--- src/rtl/qpu_tcm_pkg.sv ---
// rtl/qpu_tcm_pkg.sv - shared constants and types for the QPU TCM arbiter/controller
package qpu_tcm_pkg;

  localparam int DEF_DW     = 64;
  localparam int DEF_AW     = 16;
  localparam int DEF_AW_LSB = 3;

  // Where the shared response data comes from in a given cycle
  typedef enum logic [1:0] {
    RSP_RAM  = 2'd0,
    RSP_HOLD = 2'd1,
    RSP_ZERO = 2'd2
  } rsp_src_e;

  // Port-index width; a single requester still needs a 1-bit index
  function automatic int idx_w(input int n);
    return (n > 1) ? $clog2(n) : 1;
  endfunction

endpackage

--- src/rtl/qpu_rr_arb.sv ---
// rtl/qpu_rr_arb.sv - round-robin arbiter, priority pointer advances past each accepted grant
module qpu_rr_arb
  import qpu_tcm_pkg::*;
#(
  parameter int NPORT = 2,
  localparam int IW = idx_w(NPORT)
) (
  input  logic             clk,
  input  logic             rst,
  input  logic [NPORT-1:0] req,
  input  logic             advance,
  output logic [NPORT-1:0] grant,
  output logic [IW-1:0]    idx
);

  logic [IW-1:0] ptr;

  always_comb begin : sel
    int   k;
    logic found;
    k     = 0;
    found = 1'b0;
    grant = '0;
    idx   = '0;
    for (int i = 0; i < NPORT; i++) begin
      k = int'(ptr) + i;
      if (k >= NPORT) k = k - NPORT;
      if (!found && req[k]) begin
        found    = 1'b1;
        grant[k] = 1'b1;
        idx      = IW'(k);
      end
    end
  end

  always_ff @(posedge clk) begin
    if (rst) begin
      ptr <= '0;
    end else if (advance) begin
      ptr <= (int'(idx) == NPORT - 1) ? '0 : idx + 1'b1;
    end
  end

endmodule

--- src/rtl/qpu_tcm_arb_ctrl.sv ---
// rtl/qpu_tcm_arb_ctrl.sv - NPORT-requester ICB to single-port SRAM controller, one transaction in flight
module qpu_tcm_arb_ctrl
  import qpu_tcm_pkg::*;
#(
  parameter int NPORT  = 2,
  parameter int DW     = DEF_DW,
  parameter int AW     = DEF_AW,
  parameter int AW_LSB = DEF_AW_LSB,
  parameter int MW     = DW / 8,
  parameter int RAM_AW = AW - AW_LSB
) (
  input  logic                clk,
  input  logic                rst,
  input  logic                tcm_cgstop,
  input  logic [NPORT-1:0]    i_cmd_valid,
  output logic [NPORT-1:0]    i_cmd_ready,
  input  logic [NPORT-1:0]    i_cmd_read,
  input  logic [NPORT*AW-1:0] i_cmd_addr,
  input  logic [NPORT*DW-1:0] i_cmd_wdata,
  input  logic [NPORT*MW-1:0] i_cmd_wmask,
  output logic [NPORT-1:0]    i_rsp_valid,
  input  logic [NPORT-1:0]    i_rsp_ready,
  output logic [DW-1:0]       i_rsp_rdata,
  output logic                ram_cs,
  output logic                ram_we,
  output logic [RAM_AW-1:0]   ram_addr,
  output logic [MW-1:0]       ram_wem,
  output logic [DW-1:0]       ram_din,
  input  logic [DW-1:0]       ram_dout,
  output logic                ram_clk_en,
  output logic                tcm_active
);

  localparam int IW = idx_w(NPORT);

  logic             outstanding;
  logic [IW-1:0]    owner;
  logic             was_read;
  logic             held;
  logic [DW-1:0]    hold_reg;

  logic [NPORT-1:0] grant;
  logic [IW-1:0]    idx;
  logic             rsp_hs;
  logic             can_issue;
  logic             accept;
  logic             sel_read;
  rsp_src_e         rsp_src;

  assign rsp_hs    = outstanding & i_rsp_ready[owner];
  assign can_issue = ~outstanding | rsp_hs;
  assign accept    = (|i_cmd_valid) & can_issue & ~rst;

  qpu_rr_arb #(.NPORT(NPORT)) u_arb (
    .clk     (clk),
    .rst     (rst),
    .req     (i_cmd_valid),
    .advance (accept),
    .grant   (grant),
    .idx     (idx)
  );

  assign i_cmd_ready = grant & {NPORT{can_issue & ~rst}};
  assign sel_read    = i_cmd_read[idx];

  // RAM side is driven straight from the granted port in the accept cycle
  assign ram_cs     = accept;
  assign ram_we     = accept & ~sel_read;
  assign ram_wem    = (accept & ~sel_read) ? i_cmd_wmask[int'(idx)*MW +: MW] : '0;
  assign ram_addr   = accept ? i_cmd_addr[int'(idx)*AW + AW_LSB +: RAM_AW] : '0;
  assign ram_din    = accept ? i_cmd_wdata[int'(idx)*DW +: DW] : '0;
  assign ram_clk_en = ram_cs | tcm_cgstop;
  assign tcm_active = (|i_cmd_valid) | outstanding;

  always_comb begin
    rsp_src = RSP_ZERO;
    if (outstanding && was_read) rsp_src = held ? RSP_HOLD : RSP_RAM;
  end

  always_comb begin
    case (rsp_src)
      RSP_RAM:  i_rsp_rdata = ram_dout;
      RSP_HOLD: i_rsp_rdata = hold_reg;
      default:  i_rsp_rdata = '0;
    endcase
  end

  always_ff @(posedge clk) begin
    if (rst) begin
      outstanding <= 1'b0;
      owner       <= '0;
      was_read    <= 1'b0;
      held        <= 1'b0;
      hold_reg    <= '0;
      i_rsp_valid <= '0;
    end else if (accept) begin
      outstanding <= 1'b1;
      owner       <= idx;
      was_read    <= sel_read;
      held        <= 1'b0;
      i_rsp_valid <= grant;
    end else if (rsp_hs) begin
      outstanding <= 1'b0;
      held        <= 1'b0;
      i_rsp_valid <= '0;
    end else if (outstanding && !held) begin
      // RAM output is only guaranteed for one cycle; park it until the owner takes it
      hold_reg <= ram_dout;
      held     <= 1'b1;
    end
  end

endmodule

--- config.mk ---
export PLATFORM = sky130hd
export DESIGN_NAME = qpu_tcm_arb_ctrl
export DESIGN_NICKNAME = d
export VERILOG_FILES = /design/src/rtl/qpu_tcm_pkg.sv /design/src/rtl/qpu_rr_arb.sv /design/src/rtl/qpu_tcm_arb_ctrl.sv
export SDC_FILE = /design/constraint.sdc
export NUM_CORES = 1
export LEC_CHECK = 0
export CAP_MARGIN = 10
export CORE_AREA = 4 4 157 159
export DETAILED_ROUTE_END_ITERATION = 8
export DIE_AREA = 0 0 161 163
export GPL_ROUTABILITY_DRIVEN = 0
export GPL_TIMING_DRIVEN = 0
export RECOVER_POWER = 25
export SLEW_MARGIN = 40
export SYNTH_ARGS = -nofsm -noshare
export SYNTH_HDL_FRONTEND = slang
export SYNTH_SLANG_ARGS = --single-unit
--- constraint.sdc ---
create_clock -name clk -period 2.43 [get_ports clk]
set_clock_uncertainty 0.1 [all_clocks]
set_input_delay 0.6075 -clock clk [delete_from_list [all_inputs] [get_ports clk]]
set_output_delay 0.6075 -clock clk [all_outputs]
set_load 0.005 [all_outputs]
# Word-level counts from Yosys, hierarchy flattened
# Cells that the tools add are included.
word_totals:
  register_bits: 71
  inputBits: 249
op_classes:
  add_sub_neg: 5
  order_cmp: 8
  eq_ne: 1
  shifts: 3
  mux: 32
  bitwise_logic: 15
  reduce_logical: 12
ops:
  columns: ["operator", "n"]
  rows:
  - ["case mux 64 bit (2 select lines)", 1]
  - ["variable part select 128 x 8 -> 64 bit", 1]
  - [">= comparator 32 x 1 -> 1 bit (second input constant)", 2]
  - ["< comparator 32 x 3 -> 1 bit (second input constant)", 2]
  - ["two-way mux 32 bit", 2]
  - ["two-way mux 64 bit", 1]
  - [">= comparator 32 x 3 -> 1 bit (second input constant)", 1]
  - ["variable part select 32 x 7 -> 13 bit", 1]
  - ["subtractor 32 x 3 -> 32 bit (second input constant)", 1]
  - ["two-way mux 1 bit", 19]
  - ["variable part select 16 x 5 -> 8 bit", 1]
  - ["two-way mux 13 bit", 1]
  - ["two-way mux 2 bit", 5]
  - ["two-way mux 8 bit", 1]
  - ["adder 5 x 2 -> 6 bit (second input constant)", 1]
  - ["bitwise AND 1 bit", 5]
  - ["logical AND 1 bit", 5]
  - ["NOT 1 bit", 5]
  - ["< comparator 1 x 2 -> 1 bit (second input constant)", 2]
  - ["OR 1 bit", 3]
  - ["AND reduction 3 bit", 1]
  - ["OR reduction 3 bit", 1]
  - ["subtractor 1 x 2 -> 3 bit (second input constant)", 1]
  - ["adder 1 x 1 -> 2 bit (second input constant)", 1]
  - ["10 further kinds", 12]

# Depth between registers and ports, before layout
# Gate-level depths: netlist of the first run.
logic_depth:
  ltp_word: 14
  depth_mapped: 7
  ltp_nobuf: 4

# Modules after synthesis
# Synthesis of the first run repeated with hierarchy kept, for this count alone.
unflattened:
  cells_unflattened: 618
  hier_area_um2: 4998.5
modules_own_cells:
  columns: ["module", "instances", "cells_per_inst", "area_per_inst_um2"]
  rows:
  - ["qpu_tcm_arb_ctrl", 1, 611, 4923.5]
  - ["qpu_rr_arb", 1, 7, 75.1]

# Worst setup path before layout of the first run
# No wires, ideal clock.
synth_path:
  path_type: "input to output"
  start: "input port i_cmd_valid[1]"
  end: "output port ram_din[32]"
  arrival_time_ns: 1.535
  path_slack_ns: 0.187
  cell_stages: 7
  path_buffers: 3
  cell_sequence: "buf_2 > inv_1 > nor2_1 > buf_4 > buf_4 > a22oi_1 > nor2_1"
synth_via:
  elab_chain_len: 9
  word_cells_on_any_way: 16
synth_rtl:
  columns: ["element", "line", "text"]
  rows:
  - ["start, declared", "qpu_tcm_arb_ctrl.sv:15", "input logic [NPORT-1:0] i_cmd_valid,"]
  - ["two-way mux 1 bit (implied by the code) (3 in a row)", "qpu_rr_arb.sv:28", "if (!found && req[k]) begin"]
  - ["two-way mux 1 bit", "qpu_rr_arb.sv:28", null]
  - ["zero test 1 bit", "qpu_rr_arb.sv:28", null]
  - ["logical AND 1 bit", "qpu_rr_arb.sv:28", null]
  - ["two-way mux 1 bit", "qpu_rr_arb.sv:28", null]
  - ["variable part select 128 x 8 -> 64 bit", "qpu_tcm_arb_ctrl.sv:71", "assign ram_din = accept ? i_cmd_wdata[int'(idx)*DW +: DW] : '0;"]
  - ["two-way mux 64 bit *", "qpu_tcm_arb_ctrl.sv:71", null]
  - ["end, declared", "qpu_tcm_arb_ctrl.sv:28", "output logic [DW-1:0] ram_din,"]
# Every way passes the cells marked *; elsewhere a longest branch is shown, timed or not. The select of a mux whose other input is x is not followed.

# Worst setup path after layout of the first run
layout_path:
  start: "register owner"
  end: "output port ram_din[59]"
layout_via:
  elab_chain_len: 7
layout_rtl:
  columns: ["element", "line", "text"]
  rows:
  - ["start, declared", "qpu_tcm_arb_ctrl.sv:37", "logic [IW-1:0] owner;"]
  - ["start signal, assigned", "qpu_tcm_arb_ctrl.sv:98", "owner <= idx;"]
  - ["two-way mux 1 bit (implied by the code) (2 in a row)", "qpu_tcm_arb_ctrl.sv:50", "assign rsp_hs = outstanding & i_rsp_ready[owner];"]
  - ["bitwise AND 1 bit", "qpu_tcm_arb_ctrl.sv:50", null]
  - ["OR 1 bit", "qpu_tcm_arb_ctrl.sv:51", "assign can_issue = ~outstanding | rsp_hs;"]
  - ["bitwise AND 1 bit (2 in a row)", "qpu_tcm_arb_ctrl.sv:52", "assign accept = (|i_cmd_valid) & can_issue & ~rst;"]
  - ["two-way mux 64 bit", "qpu_tcm_arb_ctrl.sv:71", null]
# Every way passes these cells. The select of a mux whose other input is x is not followed.

==> results of run 1 <==
-- placed cells by master, fill, tap and decap left out, types with 26 or more instances in the layout --
| cell | instances |
|---|---|
| a21oi_1 | 57 |
| nand2_1 | 146 |
| buf_6 | 72 |
| clkdlybuf4s50_1 | 240 |
| buf_4 | 36 |
| nor2_4 | 31 |
| a22oi_2 | 54 |
| buf_2 | 71 |
| a22o_1 | 64 |
| nor2_2 | 26 |
| dfxtp_1 | 66 |
-- tightest hold or removal path, cell delays in order, from the launching register on --
cell and delay, ns:
dfxtp_1 0.31, nand2_1 0.05, a21oi_1 0.05
-- worst min path at each step --
stage               slack [ns]            to
floorplan                 0.34  hold_reg[10]
global placement          0.34  hold_reg[32]
detailed placement        0.35  hold_reg[32]
CTS                       0.35  hold_reg[32]
global route              0.37  hold_reg[32]
finish                    0.35  hold_reg[49]
-- metrics by stage --
step | setup slack, ns | power (W)
floorplan | 0.187 | 0.00176
global placement | -1.48 | 0.00258
detailed placement | -1.52 | 0.00259
CTS | -0.184 | 0.00437
global route | -0.180 | 0.00465
finish | -0.108 | 0.00445
-- power by group through the flow --
stage	Sequential, W	Combinational (W)	Clock, W
2_1_floorplan	0.00128	0.000482	0
4_1_cts	0.00126	0.00159	0.00151
3_5_place_dp	0.00128	0.00131	0
6_report	0.00126	0.00171	0.00148
5_1_grt	0.00127	0.00181	0.00157
3_3_place_gp	0.00128	0.00130	0
-- final cells by class --
class,instances,area [um2]
Clock buffer,9,225
Tap cell,319,399
Inverter,4,17.5
Multi-Input combinational cell,473,3310
Timing Repair Buffer,487,4700
Clock inverter,7,104
Fill cell,2305,12300
Buffer,59,764
Sequential cell,71,1440
-- logic make-up (layout without fill, tap and decap cells) --
| logic type | after synthesis | in the layout | share of synthesized area |
|---|---|---|---|
| simple gates | 240 | 241 | 0.206 |
| compound gates | 231 | 231 | 0.368 |
| flops | 71 | 71 | 0.312 |
| buf+inv | 67 | 566 | 0.111 |
| mux | 1 | 1 | 0.00302 |
-- routing by layer --
metal  vias up  track usage  wire length (um)
li1       3167            -                 -
met1      3084        0.223             10500
met2       278        0.372             14900
met3        35       0.0539              1890
met4         0       0.0694               904
met5         -            0                 0
-- synth_stat cells (all sizes together), types with 2 or more instances --
library cell	n	area, um2
a22o	64	561
o21ai	5	25.0
a21oi	79	455
nand2	149	562
dlygate4sd1	5	43.8
a211oi	2	20.0
nor2b	2	12.5
dfxtp	71	1420
buf	48	408
inv	4	15.0
clkbuf	10	38.8
a22oi	77	578
nor2	81	307
-- repair_timing --
action	CTS	global route
pin swaps	67	43
endpoints found under the setup margin	155	125
gates cloned	12	5
setup buffers	69	15
gates resized for setup	673	229
==> summary.txt, run 1 <==
Status - finished, violations left
Failing checks - setup timing
CTS tree - yes
Sw frac - 0.296
Worst Setup EP - ram_din[59]
GRT Total Usage - 0.201
Placed cells - 1326
H-tree levels - 3
Clock power share - 0.332
Initial antenna violation count - 0
I/O pin total - 406
Crit path DAT - 1.83 ns
Pint - 0.00313 W
N_diodes - 0
RSZ-0062 raised after global routing - true
Max-Cap Viols - 0
Crit path max-delay family - buffers and inverters
Dominant synthesized flop cell - dfxtp_1
Number of distinct library cells after synthesis - 35
Final nets - 1354
Leakage - 4.76 nW
Final setup vio count - 36
Max stage delay on crit path - 0.36 ns
Cell Area, Synth - 0.00455 mm2
Pwr per Cell Area - 406 mW/mm2
DR vias/cell - 4.59
Final Cell Area - 0.0110 mm2
Fmax - 394 MHz
Seq cells post-synth - 71
Fin worst setup slack - -0.108 ns
Die ar. - 0.0262 mm2
Reg2reg start - owner
Routed vias - 6564
Core footprint - 0.0233 mm2
Post-detail-place hpwl - 21200 um
DRC viols - 0
Synth warnings - 0
Routed Antenna Nets - 0
Worst-Skew Late Latency - 0.34 ns
Tightest Pin Transition - 0.523 ns
P&R area growth vs syn - 141%
Crit path capture type - primary output
CP required - 1.72 ns
Crit path launch - owner
Syn nets - 859
Initial Utilization - 0.196
Final hold vios - 0
Global-route wire length before repair - 40600 um
Crit Path Category - register to primary output
Gate power share - 0.384
Post-CTS Hold Buffers - 0
Cells on worst reg2reg path - 14
Vias in the first global route - 6630
Fin util - 0.471
CTS sink cnt - 71
DR pass1 iterations - 5
Worst hold path type - register to register
DIE HEIGHT - 163 um
Remaining global-route overflow - 0
Crit path time final - 2.54 ns
Slowest cell on crit path - dfxtp_2
Buf/Inv on CP - 5
FF-to-FF End - u_arb.ptr
CP Max Fanout - 6
Layout cell share with drive strength beyond 1 - 0.382
Clock slew at reported path FFs - 0.06 ns
Chip width - 161 um
Slew HR - 0.651
Initial DRC Count - 329
Post-synthesis sequential area ratio - 0.312
Min-delay src - hold_reg[49]
Final worst-path cycle share - 1.04
Switch Pwr - 0.00132 W
Wire length per cell - 19.7 um
Drt total wl - 28200 um
Crit-path cells - mux2i_4 > nand2_2 > nand2b_4 > buf_8 > buf_12 > buf_8 > buf_6 > nor2_2 > buf_2
PortBufs - 397
Clock Tree Buf Depth - 2
Hold Path Stages - 2
Fin. max-slew vios - 0
VDD IR max - 0.319 mV
Largest net degree at the start of global routing - 15
CTS Buf Count - 9
Crit start category - register
Clock Root Buffer - clkbuf_16
Setup TNS - -2.22 ns
Mean Syn Cell Area - 7.46 um2
Area post-placement - 0.00893 mm2
Hold_ws - 0.353 ns
Non-Filler Instances - 1429
EDFF count, synth - 0
Asr flop ratio synth - 0
# rows - 56
Reg power frac - 0.284
CP Depth - 9
Mapped Cells - 610
Number of flip-flops under the largest register name - 64
R2R setup slack - 0.06 ns
Worst path most repeated cell - buf_8
(Power assumes the default switching activity.)
==> run 2, diff against run 1 <==
--- a/config.mk
+++ b/config.mk
@@ -5,6 +5,7 @@
 export SDC_FILE = /design/constraint.sdc
 export NUM_CORES = 1
 export LEC_CHECK = 0
+export ABC_CLOCK_PERIOD_IN_PS = 2430
 export CAP_MARGIN = 10
 export CORE_AREA = 4 4 157 159
 export DETAILED_ROUTE_END_ITERATION = 8
==> results of run 2 <==
Same layout as run 1: the final DEF is identical, and so are final timing and power.
